[src/rtl/cpu_result_logger.sv]
// Change-logging FIFO for the CPU result/zero/carry outputs, with a handshake output stream.
// Optional CPU_RESULT_LOGGER_TIMESTAMP_EN adds a 16-bit capture timestamp (out_stamp).
module cpu_result_logger #(
    parameter int WIDTH = 4,
    parameter int DEPTH = 8,
    parameter int CNT_W = 8
) (
    input  logic                     clk,
    input  logic                     rst,
    input  logic [WIDTH-1:0]         in_result,
    input  logic                     in_zero,
    input  logic                     in_carry,
    input  logic                     cap_en,
    output logic                     out_valid,
    input  logic                     out_ready,
    output logic [WIDTH-1:0]         out_result,
    output logic                     out_zero,
    output logic                     out_carry,
    output logic [$clog2(DEPTH):0]   fill,
    output logic                     overflow,
    output logic [CNT_W-1:0]         change_cnt,
`ifdef CPU_RESULT_LOGGER_TIMESTAMP_EN
    output logic [15:0]              out_stamp,
`endif
    output logic                     state_dbg
);
    // Handshake: an entry transfers at a rising edge where out_valid && out_ready;
    // out_valid never depends on out_ready and the head stays stable until taken.

    localparam int AW = $clog2(DEPTH);
    localparam int FW = AW + 1;
    localparam int TW = WIDTH + 2;
`ifdef CPU_RESULT_LOGGER_TIMESTAMP_EN
    localparam int EW = TW + 16;
`else
    localparam int EW = TW;
`endif
    localparam logic [FW-1:0] DEPTH_F = FW'(DEPTH);

    typedef enum logic {
        EMPTY_HIST = 1'b0,
        TRACKING   = 1'b1
    } state_t;

    state_t           state;
    logic [TW-1:0]    last_tuple;
    logic [TW-1:0]    cur_tuple;
    logic [EW-1:0]    mem [DEPTH];
    logic [EW-1:0]    entry_in;
    logic [EW-1:0]    head_q;
    logic [EW-1:0]    head_next;
    logic [AW-1:0]    rd_ptr;
    logic [AW-1:0]    wr_ptr;
    logic [AW-1:0]    rd_next;
    logic [FW-1:0]    fill_q;
    logic [FW-1:0]    fill_next;
    logic             change;
    logic             push;
    logic             pop;

`ifdef CPU_RESULT_LOGGER_TIMESTAMP_EN
    logic [15:0]      cycle_cnt;

    always_ff @(posedge clk) begin
        if (!rst) cycle_cnt <= '0;
        else      cycle_cnt <= cycle_cnt + 16'd1;
    end

    assign entry_in  = {cycle_cnt, cur_tuple};
    assign out_stamp = head_q[EW-1 -: 16];
`else
    assign entry_in  = cur_tuple;
`endif

    assign cur_tuple  = {in_result, in_zero, in_carry};
    assign out_valid  = (fill_q != '0);
    assign out_result = head_q[TW-1:2];
    assign out_zero   = head_q[1];
    assign out_carry  = head_q[0];
    assign fill       = fill_q;
    assign state_dbg  = state;

    always_comb begin
        change    = cap_en && ((state == EMPTY_HIST) || (cur_tuple != last_tuple));
        pop       = out_valid && out_ready;
        push      = change && ((fill_q != DEPTH_F) || pop);
        rd_next   = rd_ptr + AW'(pop);
        fill_next = fill_q + FW'(push) - FW'(pop);
        // The new head is the incoming entry only when it lands exactly at the next read slot.
        if (push && (rd_next == wr_ptr)) head_next = entry_in;
        else                             head_next = mem[rd_next];
    end

    always_ff @(posedge clk) begin
        if (push) mem[wr_ptr] <= entry_in;
    end

    always_ff @(posedge clk) begin
        if (!rst) begin
            state      <= EMPTY_HIST;
            last_tuple <= '0;
            rd_ptr     <= '0;
            wr_ptr     <= '0;
            fill_q     <= '0;
            head_q     <= '0;
            overflow   <= 1'b0;
            change_cnt <= '0;
        end else begin
            if (change) begin
                state      <= TRACKING;
                last_tuple <= cur_tuple;
                if (change_cnt != '1) change_cnt <= change_cnt + 1'b1;
                if (!push) overflow <= 1'b1;
            end
            if (push) wr_ptr <= wr_ptr + 1'b1;
            rd_ptr <= rd_next;
            fill_q <= fill_next;
            if (fill_next != '0) head_q <= head_next;
        end
    end

endmodule

[config.mk]
export PLATFORM = sky130hd
export DESIGN_NAME = cpu_result_logger
export DESIGN_NICKNAME = d
export VERILOG_FILES = /design/src/rtl/cpu_result_logger.sv
export SDC_FILE = /design/constraint.sdc
export NUM_CORES = 1
export LEC_CHECK = 0
export CAP_MARGIN = 40
export CORE_AREA = 2 2 78 80
export CTS_BUF_LIST = sky130_fd_sc_hd__clkbuf_8
export DETAILED_ROUTE_END_ITERATION = 16
export DIE_AREA = 0 0 80 82
export GPL_TIMING_DRIVEN = 0
export PLACE_DENSITY = 0.95
export SLEW_MARGIN = 20
export SYNTH_ARGS = -nofsm -noshare
export SYNTH_HDL_FRONTEND = slang
export SYNTH_SLANG_ARGS = --single-unit
[constraint.sdc]
create_clock -name clk -period 8.9 [get_ports clk]
set_input_delay 1.78 -clock clk [delete_from_list [all_inputs] [get_ports clk]]
set_output_delay 1.78 -clock clk [all_outputs]
set_load 0.005 [all_outputs]
-- After elaboration in Yosys (flattened, before gate mapping)
Memory sizes are Yosys's and may differ from the RTL's. A register that Yosys moved wholly into a read port is not among the register bits.
Cells that the tools add are included.
- bits of input ports: 10
- bits in writable memories: 48
- logic and storage cells: 30
- memories kept: 1
- register bits after elaboration: 26
- add/subtract/negate cells: 5
- mux-type cells: 2
- reduce and logical (&&, ||, !) cells: 10
- bitwise logic cells: 2
- eq/ne operators: 3
- memories (name ; words ; bits a word ; rd ports ; clocked after memory_dff ; wr ports ; RTL line ; source):
    mem ; 8 ; 6 ; 1 ; 1 ; 1 ; 48 ; logic [EW-1:0] mem [DEPTH];
- operator list (cell ; number):
    adder 8 x 1 -> 8 bit (second input constant) ; 1
    != test 8 bit (second input constant) ; 1
    nonzero test 4 bit ; 2
    != test 6 bit ; 1
    adder 4 x 1 -> 4 bit ; 1
    != test 4 bit (second input constant) ; 1
    AND reduction 2 bit ; 2
    subtractor 4 x 1 -> 4 bit ; 1
    adder 3 x 1 -> 3 bit ; 1
    adder 3 x 1 -> 3 bit (second input constant) ; 1
    logical AND 1 bit ; 3
    logical OR 1 bit ; 2
    two-way mux 1 bit ; 2
    NOT 1 bit ; 2
    logical NOT 1 bit ; 1

-- Longest topological paths before layout
Gate-level depths: netlist of the first run.
- word-level depth: 7
- depth in mapped cells: 16
- depth with buffers taken out: 14

-- Worst setup path after synthesis of the first run
OpenSTA, ideal clock, no wires.
- path kind: input port to flip-flop
- start point: in in_zero
- end point: reg head_q[0] (read register of mem)
- data required time: 8.783 ns
- data arrival time: 4.368 ns
- path buffers: 1
- path slack: 4.414 ns
- stages on the path: 13
- path through: xnor2_1 -> nand4_1 -> o21ai_1 -> buf_2 -> nand2_1 -> o21ai_0 -> ha_1 -> inv_1 -> fa_1 -> nand3b_1 -> a2111oi_1 -> nor3_1 -> a32o_1
- longest elaborated chain between the ends: 7
- RTL lines (item ; RTL line ; source):
    start, declared ; 11 ; input logic in_zero,
    != test 6 bit ; 84 ; change = cap_en && ((state == EMPTY_HIST) || (cur_tuple != last_tuple));
    logical OR 1 bit ; 84 ;
    logical AND 1 bit ; 84 ;
    logical AND 1 bit ; 86 ; push = change && ((fill_q != DEPTH_F) || pop);
    adder 4 x 1 -> 4 bit ; 88 ; fill_next = fill_q + FW'(push) - FW'(pop);
    subtractor 4 x 1 -> 4 bit ; 88 ;
    nonzero test 4 bit ; 118 ; if (fill_next != '0) head_q <= head_next;
    end, declared ; 50 ; logic [EW-1:0] head_q;
No other way between the ends.
A chain may end at the register's enable or synchronous reset.

-- Worst setup path in the final report of the first run
- start point: in in_result[2]
- end point: reg head_q[2] (read register of mem)
- longest elaborated chain between the ends: 7
- RTL lines (item ; RTL line ; source):
    start, declared ; 10 ; input logic [WIDTH-1:0] in_result,
    != test 6 bit ; 84 ;
    logical OR 1 bit ; 84 ;
    logical AND 1 bit ; 84 ;
    logical AND 1 bit ; 86 ;
    adder 4 x 1 -> 4 bit ; 88 ;
    subtractor 4 x 1 -> 4 bit ; 88 ;
    nonzero test 4 bit ; 118 ;
No other way between the ends.

==> results.md, run 1 <==
- Outcome: finished, final reports clean
- Root buffer cell: clkbuf_8
- R2r setup slk: 4890 ps
- Core area: 5746 µm²
- Critical Path Max Stage Delay: 740 ps
- Commonest cells after routing, fill and taps aside: edfxtp_1 (48), dfxtp_1 (32), clkdlybuf4s50_1 (29)
- Clock Pin Slew Worst Setup and Hold Paths: 80 ps
- Worst hold path depth: 1
- Layout area overhead: 19.37%
- Final hold viol count: 0
- Seq/Total Area, Yosys: 57.86%
- CTS Buffer Depth: 2
- Max Cap Viol: 0
- Synth unique cells: 48
- Post-detail-place hpwl: 5302 µm
- Synth Area in XOR/XNOR: 4.138%
- Gr usage total: 26.15%
- Compound-Gate Fraction of Synth Area: 7.928%
- CTS tree: done
- Top delay family on crit path: compound AO/OA/AOI/OAI gates
- Average size of a mapped cell: 14.06 µm²
- Pwr dens: 303.8 nW/µm²
- Antenna diodes: 0
- Crit Path Category: primary input to flop
- Chip Width: 80 µm
- DRC: 0
- Clock skew: 9.949 ps
- DRT antenna net count: 0
- Pins Over Slew Limit: 0
- R2R depth: 15
- Layout cells sized above 1: 15.03%
- Number of cells on the critical path: 14
- Critical path capture point: head_q[2]
- Setup_tns: 0 ps
- Routed WL: 7850 µm
- Period utilisation layout: 63.79%
- # IOs: 31
- Lkg Pwr: 1.490 nW
- Worst vdd ir: 0.2082 mV
- Mux contribution to synthesized area: 12.27%
- Hold Path Class: flop to flop
- First-pass GRT wire length: 12300 µm
- Commonest non-fill, non-tap cell in the layout: edfxtp_1
- Worst r2r dst: head_q[2]
- Net count after synthesis: 276
- Detailed Route Iter0 Violations: 255
- Max-Slew Margin vs Limit: 44.64%
- Vias in the first global route: 2399
- Post-synth top flop: edfxtp_1
- Critical Path Sink Type: flop
- Worst-Skew Late Latency: 350 ps
- DRT Pass-1 Iters: 5
- Initial antenna violation count: 0
- Origin of the critical flop-to-flop path: fill[2]
- Chip Height: 82 µm
- Initial Utilization: 62.63%
- Crit path launch: in_result[2]
- Unrepaired setup endpoints after global routing: no
- Post CTS Setup Buffer Count: 0
- Vias per std cell: 6.244
- Post-layout minimum cycle time: 5677 ps
- Area occupied by multi-input gates: 1405 µm²
- Remaining global-route overflow: 0
- Synth warn: 0
- Max frequency: 176.1 MHz
- Mapped cell area: 3598 µm²
- CP max-delay cell: clkdlybuf4s50_1
- Sink Count: 80
- Final setup vio count: 0
- H-tree level count: 3
- Register area: 2082 µm²
- Cts repair resizes: 0
- Critical path arrival: 5920 ps
- Async SR Flop Fraction: 0%
- CP Max Fanout: 11
- Post-CTS Hold Buffers: 0
- Via count: 2379
- Buf/Inv on CP: 3
- Worst slew pin tran: 828.2 ps
- Post-Synth Simple-Gate Area: 10.33%
- Worst Path Required: 9140 ps
- Largest family of logic cells by synthesized area: multiplexers
- Pre-CTS setup slack: 2932 ps
- Synthesized flop and latch total: 80
- Crit-path cells: clkdlybuf4s50_1, xnor2_1, nand4_1, o21ai_1, buf_2, nand2_1, o21ai_0, ha_1, inv_1, fa_1, nand3b_1, a2111oi_1, nor3_1, a32o_1
- Number of synthesized flops with an enable pin: 48
- Setup ws final: 3223 ps
- Number of port buffers: 29
- Fin util: 74.76%
- Filler cells: 336
- Synth Instances: 256
- Routability cong.: 0.8129
- Die Area: 6560 µm²
- Maximum number of pins on one net before global-route repair: 14
- Final #Nets: 321
- Num CTS Buffers: 9
- Site row count: 28
- Synth Area in Adders: 3.686%
- Startpoint Class: primary input
- WL/cell: 20.60 µm
-- metrics by stage --
| step | total power [mW] | hold WS (ps) | cells | instance area, µm² |
|---|---|---|---|---|
| finish | 1.305 | 474.2 | 381 | 4295 |
| CTS | 1.299 | 477.9 | 378 | 4278 |
| global placement | 0.9293 | 449.7 | 360 | 3983 |
| floorplan | 0.8160 | 464.7 | 256 | 3598 |
| global route | 1.365 | 510.2 | 381 | 4295 |
| detailed placement | 0.9673 | 458.3 | 362 | 4024 |
-- worst reg2reg max path, cell delays in order (launching register included) --
cell	delay [ps]
dfxtp_1	360
inv_1	100
ha_1	220
nand2b_1	170
a31oi_2	240
o21ai_2	150
buf_2	220
buf_2	230
o21ai_0	210
ha_1	230
inv_1	70
fa_1	540
nand3b_1	90
a2111oi_1	520
nor3_1	260
a32o_1	280
-- final cells by class --
type / count / area share, %
flip-flops and latches: 80 / 48.47
multi-input cells: 153 / 32.71
well taps: 75 / 2.185
clock inverters: 5 / 2.389
repair buffers: 34 / 7.544
plain buffers: 14 / 2.389
clock buffers: 11 / 3.525
inverters: 9 / 0.7865
-- synth_stat cells (all sizes together), types with 5 or more instances --
cell type | n | area, µm²
a21oi | 9 | 45.04
a32o | 6 | 60.06
and2 | 6 | 37.54
buf | 11 | 91.33
dfxtp | 32 | 640.6
edfxtp | 48 | 1441
ha | 9 | 112.6
inv | 9 | 33.78
mux2i | 13 | 130.1
mux4 | 12 | 311.5
nand3 | 7 | 40.04
nor2 | 17 | 66.32
o21ai | 11 | 58.81
o31ai | 5 | 37.54
or3 | 8 | 50.05
xnor2 | 12 | 112.6
-- worst min path at each step --
stage	from	end	slack, ps
after floorplan	overflow	overflow	460
after global placement	head_q[5]	head_q[5]	450
after detailed placement	head_q[1]	head_q[1]	460
after CTS	head_q[1]	head_q[1]	480
after global routing	head_q[3]	head_q[3]	510
final	head_q[1]	head_q[1]	470
-- routing by layer --
layer | wire length, µm | part of all wire [%] | vias up | GRT usage, %
met5 | 0 | 0 | - | 0
met4 | 163 | 2.1 | 0 | 15.59
met3 | 515 | 6.6 | 12 | 5.714
met2 | 4007 | 51 | 101 | 42.83
met1 | 3164 | 40 | 1181 | 32.03
li1 | - | - | 1085 | -
-- state kept, by name, indices dropped and copies added (netlist names) --
signal and cells:
rd_ptr 3, last_tuple 6, change_cnt 8, head_q 6, mem 48, state_dbg 1, fill 4, overflow 1
wr_ptr 3
-- report_power, final --
part	internal (mW)	leakage, nW	switching [mW]	total (mW)
registers	0.437	0.699	0.0239	0.461
logic	0.260	0.666	0.250	0.510
clock network	0.201	0.126	0.133	0.334
-- logic make-up (layout without fill, tap and decap cells) --
kind of cell,count (synthesis),count (layout)
simple gates,64,64
compound gates,40,40
buf+inv,23,73
xor+xnor,14,14
mux,25,25
flops,80,80
fa+ha+maj,10,10
Power figures use the tool's default switching activity.
==> run 2: changes to the inputs <==
CORE_AREA = 2 2 81 83   (was 2 2 78 80)
DIE_AREA = 0 0 83 85   (was 0 0 80 82)
PLACE_DENSITY = 0.91   (was 0.95)
clock period = 5.3 ns   (was 8.9 ns; I/O delays follow)
==> run 2 against run 1 <==
Net effect: worst hold slack improved by 3.2 ps; cell count is 0.26% higher; global-route usage decreased by 4.6 points; highest routed layer unchanged.
==> results.md, run 2 (synthesis results as in run 1) <==
- Routability cong.: 0.8160
- Maximum number of pins on one net before global-route repair: 15
- Via count: 2299
- Worst-Skew Late Latency: 350 ps
- Core area: 6205 µm²
- Post-layout minimum cycle time: 4812 ps
- Remaining global-route overflow: 0
- H-tree level count: 3
- Crit-path cells: clkdlybuf4s50_1, xnor2_1, nand4_1, o21ai_1, buf_2, nand2_1, o21ai_0, ha_1, inv_1, fa_1, nand3b_1, a2111oi_1, nor3_1, a32o_1
- Initial antenna violation count: 0
- Commonest non-fill, non-tap cell in the layout: edfxtp_1
- Total power: 2.104 mW
- Crit path launch: in_result[2]
- Top reg by flops: mem
- R2r setup slk: 1430 ps
- Hold Path Class: flop to flop
- Crit Path Category: primary input to flop
- Fin util: 68.56%
- Antenna diodes: 0
- Lkg Pwr: 1.469 nW
- Max reg flops: 48
- Die Area: 7055 µm²
- CP max-delay cell: clkdlybuf4s50_1
- Worst slew pin tran: 818.9 ps
- Final #Nets: 320
- Post-detail-place hpwl: 5083 µm
- Worst hold endpoint: head_q[2]
- Max frequency: 207.8 MHz
- R2R depth: 15
- Worst Path Required: 5530 ps
- Origin of the critical flop-to-flop path: fill[2]
- CTS Buffer Depth: 2
- Critical path arrival: 5040 ps
- Worst hold margin: 477.4 ps
- Final hold viol count: 0
- Commonest cells after routing, fill and taps aside: edfxtp_1 (48), dfxtp_1 (32), clkdlybuf4s50_1 (29)
- Worst vdd ir: 0.2514 mV
- Post-CTS Hold Buffers: 0
- Outcome: finished, final reports clean
- Worst r2r dst: head_q[5]
- Largest registers: mem x48, change_cnt x8
- Routed WL: 7263 µm
- # IOs: 31
- Sink Count: 80
- Num CTS Buffers: 9
- Gr usage total: 21.55%
- Max Cap Viol: 0
- Worst hold path depth: 1
- DRT Pass-1 Iters: 4
- Pwr dens: 494.6 nW/µm²
- Critical Path Max Stage Delay: 740 ps
- Post CTS Setup Buffer Count: 0
- Layout cells sized above 1: 15.08%
- CP Max Fanout: 11
- Pins Over Slew Limit: 0
- CTS tree: done
- Layout area overhead: 18.22%
- Buf/Inv on CP: 3
- First-pass GRT wire length: 11670 µm
- Site row count: 29
- Final setup vio count: 0
- Setup_tns: 0 ps
- Vias per std cell: 6.018
- Number of port buffers: 29
- WL/cell: 19.01 µm
- Chip Height: 85 µm
- Unrepaired setup endpoints after global routing: no
- Clock Pin Slew Worst Setup and Hold Paths: 80 ps
- Critical Path Sink Type: flop
- Chip Width: 83 µm
- DRC: 0
- Startpoint Class: primary input
- Root buffer cell: clkbuf_8
- Period utilisation layout: 90.79%
- Detailed Route Iter0 Violations: 163
- Initial Utilization: 58.00%
- Top delay family on crit path: compound AO/OA/AOI/OAI gates
- DRT antenna net count: 0
- Clock skew: 12.31 ps
- Max-Slew Margin vs Limit: 44.99%
- Hold Path Origin: head_q[2]
- Vias in the first global route: 2361
- Cts repair resizes: 0
## run 2: cell count changes in the layout (fill, tap and decap cells not counted), sizes merged
| cell | before | now |
|---|---|---|
| inv | 9 | 10 |
| clkbuf | 17 | 12 |
| bufinv | 3 | 2 |
| buf | 12 | 15 |
| clkinv | 1 | 2 |
| clkdlybuf4s15 | 1 | 0 |
| clkinvlp | 1 | 2 |
## run 2: worst max path at each step
| stage | slack [ps] | cells past startpoint | end |
|---|---|---|---|
| final | 490 | 14 | head_q[5] |
| after global routing | 210 | 14 | head_q[5] |
| after detailed placement | 170 | 14 | head_q[3] |
| after floorplan | 1530 | 13 | head_q[0] |
| after CTS | 520 | 14 | head_q[5] |
| after global placement | 250 | 14 | head_q[4] |
## run 2: layer usage
layer / part of all wire [%] / global-route usage (%)
met1: 42 / 26.61
met2: 52 / 36.73
met3: 4.0 / 3.307
met4: 2.4 / 11.77
met5: 0 / 0
## run 2: power by group
part           leakage (nW)  switching, mW  internal (mW)
registers             0.699         0.0368          0.733
logic                 0.664          0.413          0.436
clock network         0.106          0.221          0.265
## run 2: layout make-up
type                            count  area, µm²
Buffer                             14      102.6
Clock buffer                        9      123.9
Clock inverter                      7      93.84
Fill cell                         426       1951
Inverter                            9      33.78
Multi-Input combinational cell    153       1411
Sequential cell                    80       2082
Tap cell                           77      96.34
Timing Repair Buffer               33      310.3
## run 2: stage by stage
step           setup WS, ps  std cells  area, µm²
3_5_place_dp          167.3        365       4031
5_1_grt               206.6        382       4254
3_3_place_gp          253.0        362       3985
2_1_floorplan          1534        256       3598
6_report              488.3        382       4254
4_1_cts               517.1        381       4249
